### src/rtl/mem_port_arbiter.sv
// mem_port_arbiter: arbitrates instruction-fetch and data ports onto one shared memory port
// Ports:
//   clk, rst                       clock and synchronous active-high reset
//   if_req/if_addr                 fetch request in; if_rdata/if_valid fetched word and completion pulse
//   dm_req/dm_we/dm_addr/dm_wdata  data request in; dm_rdata/dm_done load data and completion pulse
//   mem_req/mem_we/mem_addr/mem_wdata  shared memory request out; mem_ack/mem_rdata completion in
//   stall_if, stall_mem            pipeline hold signals
//   err                            timeout flag, pulses together with the done pulse
module mem_port_arbiter #(
   parameter int ADDR_W     = 16,
   parameter int DATA_W     = 32,
   parameter int TIMEOUT    = 255,
   parameter int MAX_STREAK = 4
) (
   input  logic              clk,
   input  logic              rst,
   input  logic              if_req,
   input  logic [ADDR_W-1:0] if_addr,
   output logic [DATA_W-1:0] if_rdata,
   output logic              if_valid,
   input  logic              dm_req,
   input  logic              dm_we,
   input  logic [ADDR_W-1:0] dm_addr,
   input  logic [DATA_W-1:0] dm_wdata,
   output logic [DATA_W-1:0] dm_rdata,
   output logic              dm_done,
   output logic              mem_req,
   output logic              mem_we,
   output logic [ADDR_W-1:0] mem_addr,
   output logic [DATA_W-1:0] mem_wdata,
   input  logic              mem_ack,
   input  logic [DATA_W-1:0] mem_rdata,
   output logic              stall_if,
   output logic              stall_mem,
   output logic              err
);
   typedef enum logic [1:0] {IDLE, BUSY_I, BUSY_D, RESP} state_t;
   state_t     state;
   logic [2:0] streak;
   logic [7:0] wait_cnt;
   logic       grant_i;
   logic       give_up;
   // data wins ties unless the fetch port has already been passed over MAX_STREAK times
   assign grant_i   = if_req & (~dm_req | (streak == 3'(MAX_STREAK)));
   assign give_up   = wait_cnt == 8'(TIMEOUT - 1);
   assign stall_if  = if_req & ~if_valid;
   assign stall_mem = dm_req & ~dm_done;
   always_ff @(posedge clk) begin
      if (rst) begin
         state     <= IDLE;
         streak    <= '0;
         wait_cnt  <= '0;
         mem_req   <= 1'b0;
         mem_we    <= 1'b0;
         mem_addr  <= '0;
         mem_wdata <= '0;
         if_rdata  <= '0;
         dm_rdata  <= '0;
         if_valid  <= 1'b0;
         dm_done   <= 1'b0;
         err       <= 1'b0;
      end else begin
         if_valid <= 1'b0;
         dm_done  <= 1'b0;
         err      <= 1'b0;
         case (state)
            IDLE: if (if_req | dm_req) begin
               state     <= grant_i ? BUSY_I : BUSY_D;
               mem_req   <= 1'b1;
               mem_we    <= grant_i ? 1'b0 : dm_we;
               mem_addr  <= grant_i ? if_addr : dm_addr;
               mem_wdata <= grant_i ? '0 : dm_wdata;
               wait_cnt  <= '0;
               streak    <= (grant_i | ~if_req) ? 3'd0 :
                            (streak == 3'(MAX_STREAK)) ? streak : streak + 3'd1;
            end
            BUSY_I, BUSY_D: if (mem_ack | give_up) begin
               state   <= RESP;
               mem_req <= 1'b0;
               err     <= ~mem_ack;
               if (state == BUSY_I) begin
                  if_rdata <= mem_ack ? mem_rdata : '0;
                  if_valid <= 1'b1;
               end else begin
                  // stores and timed-out loads both return zero
                  dm_rdata <= (mem_ack & ~mem_we) ? mem_rdata : '0;
                  dm_done  <= 1'b1;
               end
            end else begin
               wait_cnt <= wait_cnt + 8'd1;
            end
            RESP: state <= IDLE;
         endcase
      end
   end
endmodule

### config.mk
export PLATFORM = sky130hd
export DESIGN_NAME = mem_port_arbiter
export DESIGN_NICKNAME = d
export VERILOG_FILES = /design/src/rtl/mem_port_arbiter.sv
export SDC_FILE = /design/constraint.sdc
export NUM_CORES = 1
export LEC_CHECK = 0
export CAP_MARGIN = 40
export CORE_ASPECT_RATIO = 0.75
export CORE_MARGIN = 4
export CORE_UTILIZATION = 41
export CTS_BUF_LIST = sky130_fd_sc_hd__clkbuf_16
export DETAILED_ROUTE_END_ITERATION = 6
export GPL_ROUTABILITY_DRIVEN = 0
export PLACE_DENSITY = 0.8
export SLEW_MARGIN = 20
export SYNTH_ARGS = -nofsm -noshare
export SYNTH_HDL_FRONTEND = slang
export SYNTH_SLANG_ARGS = --single-unit
### constraint.sdc
create_clock -name clk -period 2.5 [get_ports clk]
set_clock_uncertainty 0.05 [all_clocks]
set_input_delay 0.625 -clock clk [delete_from_list [all_inputs] [get_ports clk]]
set_output_delay 0.625 -clock clk [all_outputs]
set_load 0.03 [all_outputs]
==> out/qor.txt <==
Status -> finished clean
Max stage delay cell, worst path -> clkdlybuf4s50_1
Post-Synthesis Cell Area -> 0.00471 mm²
FF-to-FF End -> wait_cnt[5]$_SDFFE_PP0P_
Slew Limit Fails -> 0
Final instance area -> 0.00778 mm²
Most used cell, CP -> buf_4
CP Launch Type -> input pin
Initial Util -> 0.426
First-pass GRT wire length -> 23900 µm
Leak -> 3.04 nW
CP arrival -> 1560 ps
Setup Viol. Count Final -> 0
Postcts setup bufs -> 0
CP max stage delay -> 490 ps
VDD IR max -> 0.540 mV
Initial antenna violation count -> 0
Sw Ratio -> 0.342
Setup crit end kind -> output port
Post-Syn Area per Cell -> 9.84 µm²
Die W -> 132 µm
Cells after synthesis -> 479
DRT antenna net count -> 0
Worst hold endpoint -> mem_wdata[31]$_SDFFE_PP0P_
Hold Fails Final Rpt -> 0
Io pins -> 221
Switch Pwr -> 0.00273 W
Hpwl dp -> 10700 µm
CTS Root Buffer Type -> clkbuf_16
Combinational share of power -> 0.355
Pwr Total -> 0.00798 W
Maximum level of the CTS H-tree -> 4
Slew of the pin with the lowest slew margin -> 617 ps
Layout Nets -> 808
Worst hold-check path type -> register to register
Die Span Y -> 101 µm
Clk_lat worst skew -> 400 ps
TritonRoute pass-1 iters -> 5
Post-Route Setup TNS -> 0 ps
CTS buffer count -> 17
PostCTS Resize Cnt -> 0
Clk slew on worst S/H paths -> 50 ps
Detailed Route WL -> 14800 µm
DIE AREA -> 0.0133 mm²
Reg2reg setup slack -> 310 ps
Slew headroom -> 0.588
Total gr overflow -> 0
Clock sink count -> 130
Vias post-DR -> 4575
RSZ-0062 raised after global routing -> no
Port Buffer Count -> 220
R2R depth -> 6
Share of layout cells above drive strength 1 -> 0.0772
Max Freq -> 0.448 GHz
Cell variety after synth -> 39
Area Growth Syn to Fin -> 64.9%
CP Cell Sequence -> clkdlybuf4s50_1 -> buf_4 -> nor2b_1 -> buf_4
Num rows -> 33
Power Density -> 1030 mW/mm²
Int Pwr -> 0.00525 W
FF+latch count, synth -> 130
Largest net degree at the start of global routing -> 66
Worst-case clock buffer depth -> 2
Main synth FF type -> dfxtp_1
Buf/Inv on CP -> 3
Hold_buf cts -> 0
Clock tree from TritonCTS -> done
FF-to-FF Start -> state[0]$_SDFFE_PP0P_
Setup CP Type -> input pin to output port
WP data required -> 1820 ps
Number of flops mapped to enable cells by yosys -> 0
Crit Path Max Fanout -> 5
Drt drc -> 0
Clock network fraction of total power -> 0.315
CP Launch Point -> dm_req
Vias per cell -> 5.37
Maxcap violations -> 0
HP Start -> mem_wdata[31]$_SDFFE_PP0P_
DP Area -> 0.00718 mm²
Iteration-0 DRC Markers -> 257
Asr flop ratio synth -> 0
Core footprint -> 0.0111 mm²
Vias in the first global route -> 4705
GRT Util Overall -> 0.221
Hold path depth -> 2
N_diodes -> 0
Sequential share of the synthesized area -> 0.552
Share of power burned in registers -> 0.330
Yosys warnings -> 0
Synth Net Count -> 588
Avg WL per Cell -> 17.4 µm
Fin crit share -> 0.893
Min Tclk post-route -> 2230 ps
Crit-path leading delay family -> buffers and inverters
## synth_stat cells (2+ instances only)
cell type  number  share of area
nor2b_1         3         0.0040
and3_1          4         0.0053
a21oi_1        53          0.056
ha_1            7          0.019
o41ai_1         2         0.0037
dfxtp_1       130           0.55
o22ai_1         2         0.0027
nor3_1          3         0.0032
mux2i_1        16          0.034
buf_2           9         0.0096
nand3_1        42          0.045
nand2b_1        3         0.0040
clkbuf_1       23          0.018
a31oi_1         7         0.0093
o211ai_1        4         0.0064
inv_1          11         0.0088
a21boi_0        3         0.0048
buf_1           3         0.0024
a22o_1         64           0.12
o21a_1          3         0.0048
nand2_1        47          0.037
nor2_1          5         0.0040
o21ai_0        19          0.020
## layer usage
| metal | global-route usage | wire, µm |
|---|---|---|
| met5 | 0 | 0 |
| met4 | 0.0791 | 282 |
| met3 | 0.0694 | 989 |
| met2 | 0.379 | 7390 |
| met1 | 0.265 | 6170 |
## metrics by stage
step,setup slack (ps),hold WS [ps],utilization,instances
floorplan,576,381,-,479
global placement,144,388,0.648,820
detailed placement,147,395,0.648,820
CTS,264,402,0.703,852
global route,136,422,0.703,852
finish,268,399,0.703,852
## worst register-to-register path, stage by stage, from the launching register on
cell and delay (ps):
dfxtp_1 360, inv_1 80, ha_1 600, nor2_1 100, a211o_1 270, or4_1 520
o22ai_1 150
## sequential cells by signal, summed over array words and instances, names as in the netlist
register	cells
mem_wdata	32
mem_we	1
wait_cnt	8
streak	3
state	2
mem_req	1
mem_addr	16
dm_done	1
if_valid	1
err	1
if_rdata	32
dm_rdata	32
## power groups by stage
| stage | Combinational (W) | Sequential (W) | Clock (W) |
|---|---|---|---|
| finish | 0.00283 | 0.00263 | 0.00251 |
| global route | 0.00304 | 0.00267 | 0.00266 |
| CTS | 0.00285 | 0.00263 | 0.00256 |
| detailed placement | 0.00284 | 0.00266 | 0 |
| global placement | 0.00278 | 0.00264 | 0 |
| floorplan | 0.000988 | 0.00327 | 0 |
## cell usage in the layout (no fill, tap or decap), types with 4 or more instances in the layout
cell             Yosys  final
a21oi_1             53     53
a22o_1              64     64
a31oi_1              7      5
and3_1               4      4
buf_12               0      7
buf_4                0     12
bufinv_16            0      4
clkbuf_16            0     17
clkdlybuf4s50_1      0    217
dfxtp_1            130    130
ha_1                 7      7
inv_1               11     14
mux2i_1             16     16
nand2_1             47     46
nand3_1             42     42
nor2_1               5      5
o211ai_1             4      4
o21ai_0             19     19
## final cells by class
cell class                      count  area [µm²]
Fill cell                         801        3290
Sequential cell                   130        2600
Timing Repair Buffer              237        2410
Multi-Input combinational cell    302        1950
Clock buffer                       17         425
Clock inverter                     15         175
Tap cell                          140         175
Inverter                           11        41.3
## how the worst max path moves through the flow
stage          depth (start not counted)                        to
3_5_place_dp                           5  wait_cnt[5]$_SDFFE_PP0P_
4_1_cts                                4                 stall_mem
3_3_place_gp                           5  wait_cnt[5]$_SDFFE_PP0P_
2_1_floorplan                          2                  stall_if
5_1_grt                                6  wait_cnt[5]$_SDFFE_PP0P_
6_report                               4                 stall_mem
## cells by family after synthesis
| family | synth area share |
|---|---|
| XOR/XNOR | 0.00186 |
| buffers and inverters | 0.0401 |
| flip-flops | 0.552 |
| multiplexers | 0.0340 |
| AO/OA/AOI/OAI | 0.241 |
| adder cells (fa/ha/maj) | 0.0186 |
| AND/OR/NAND/NOR | 0.113 |
Power figures use the tool's default switching activity.
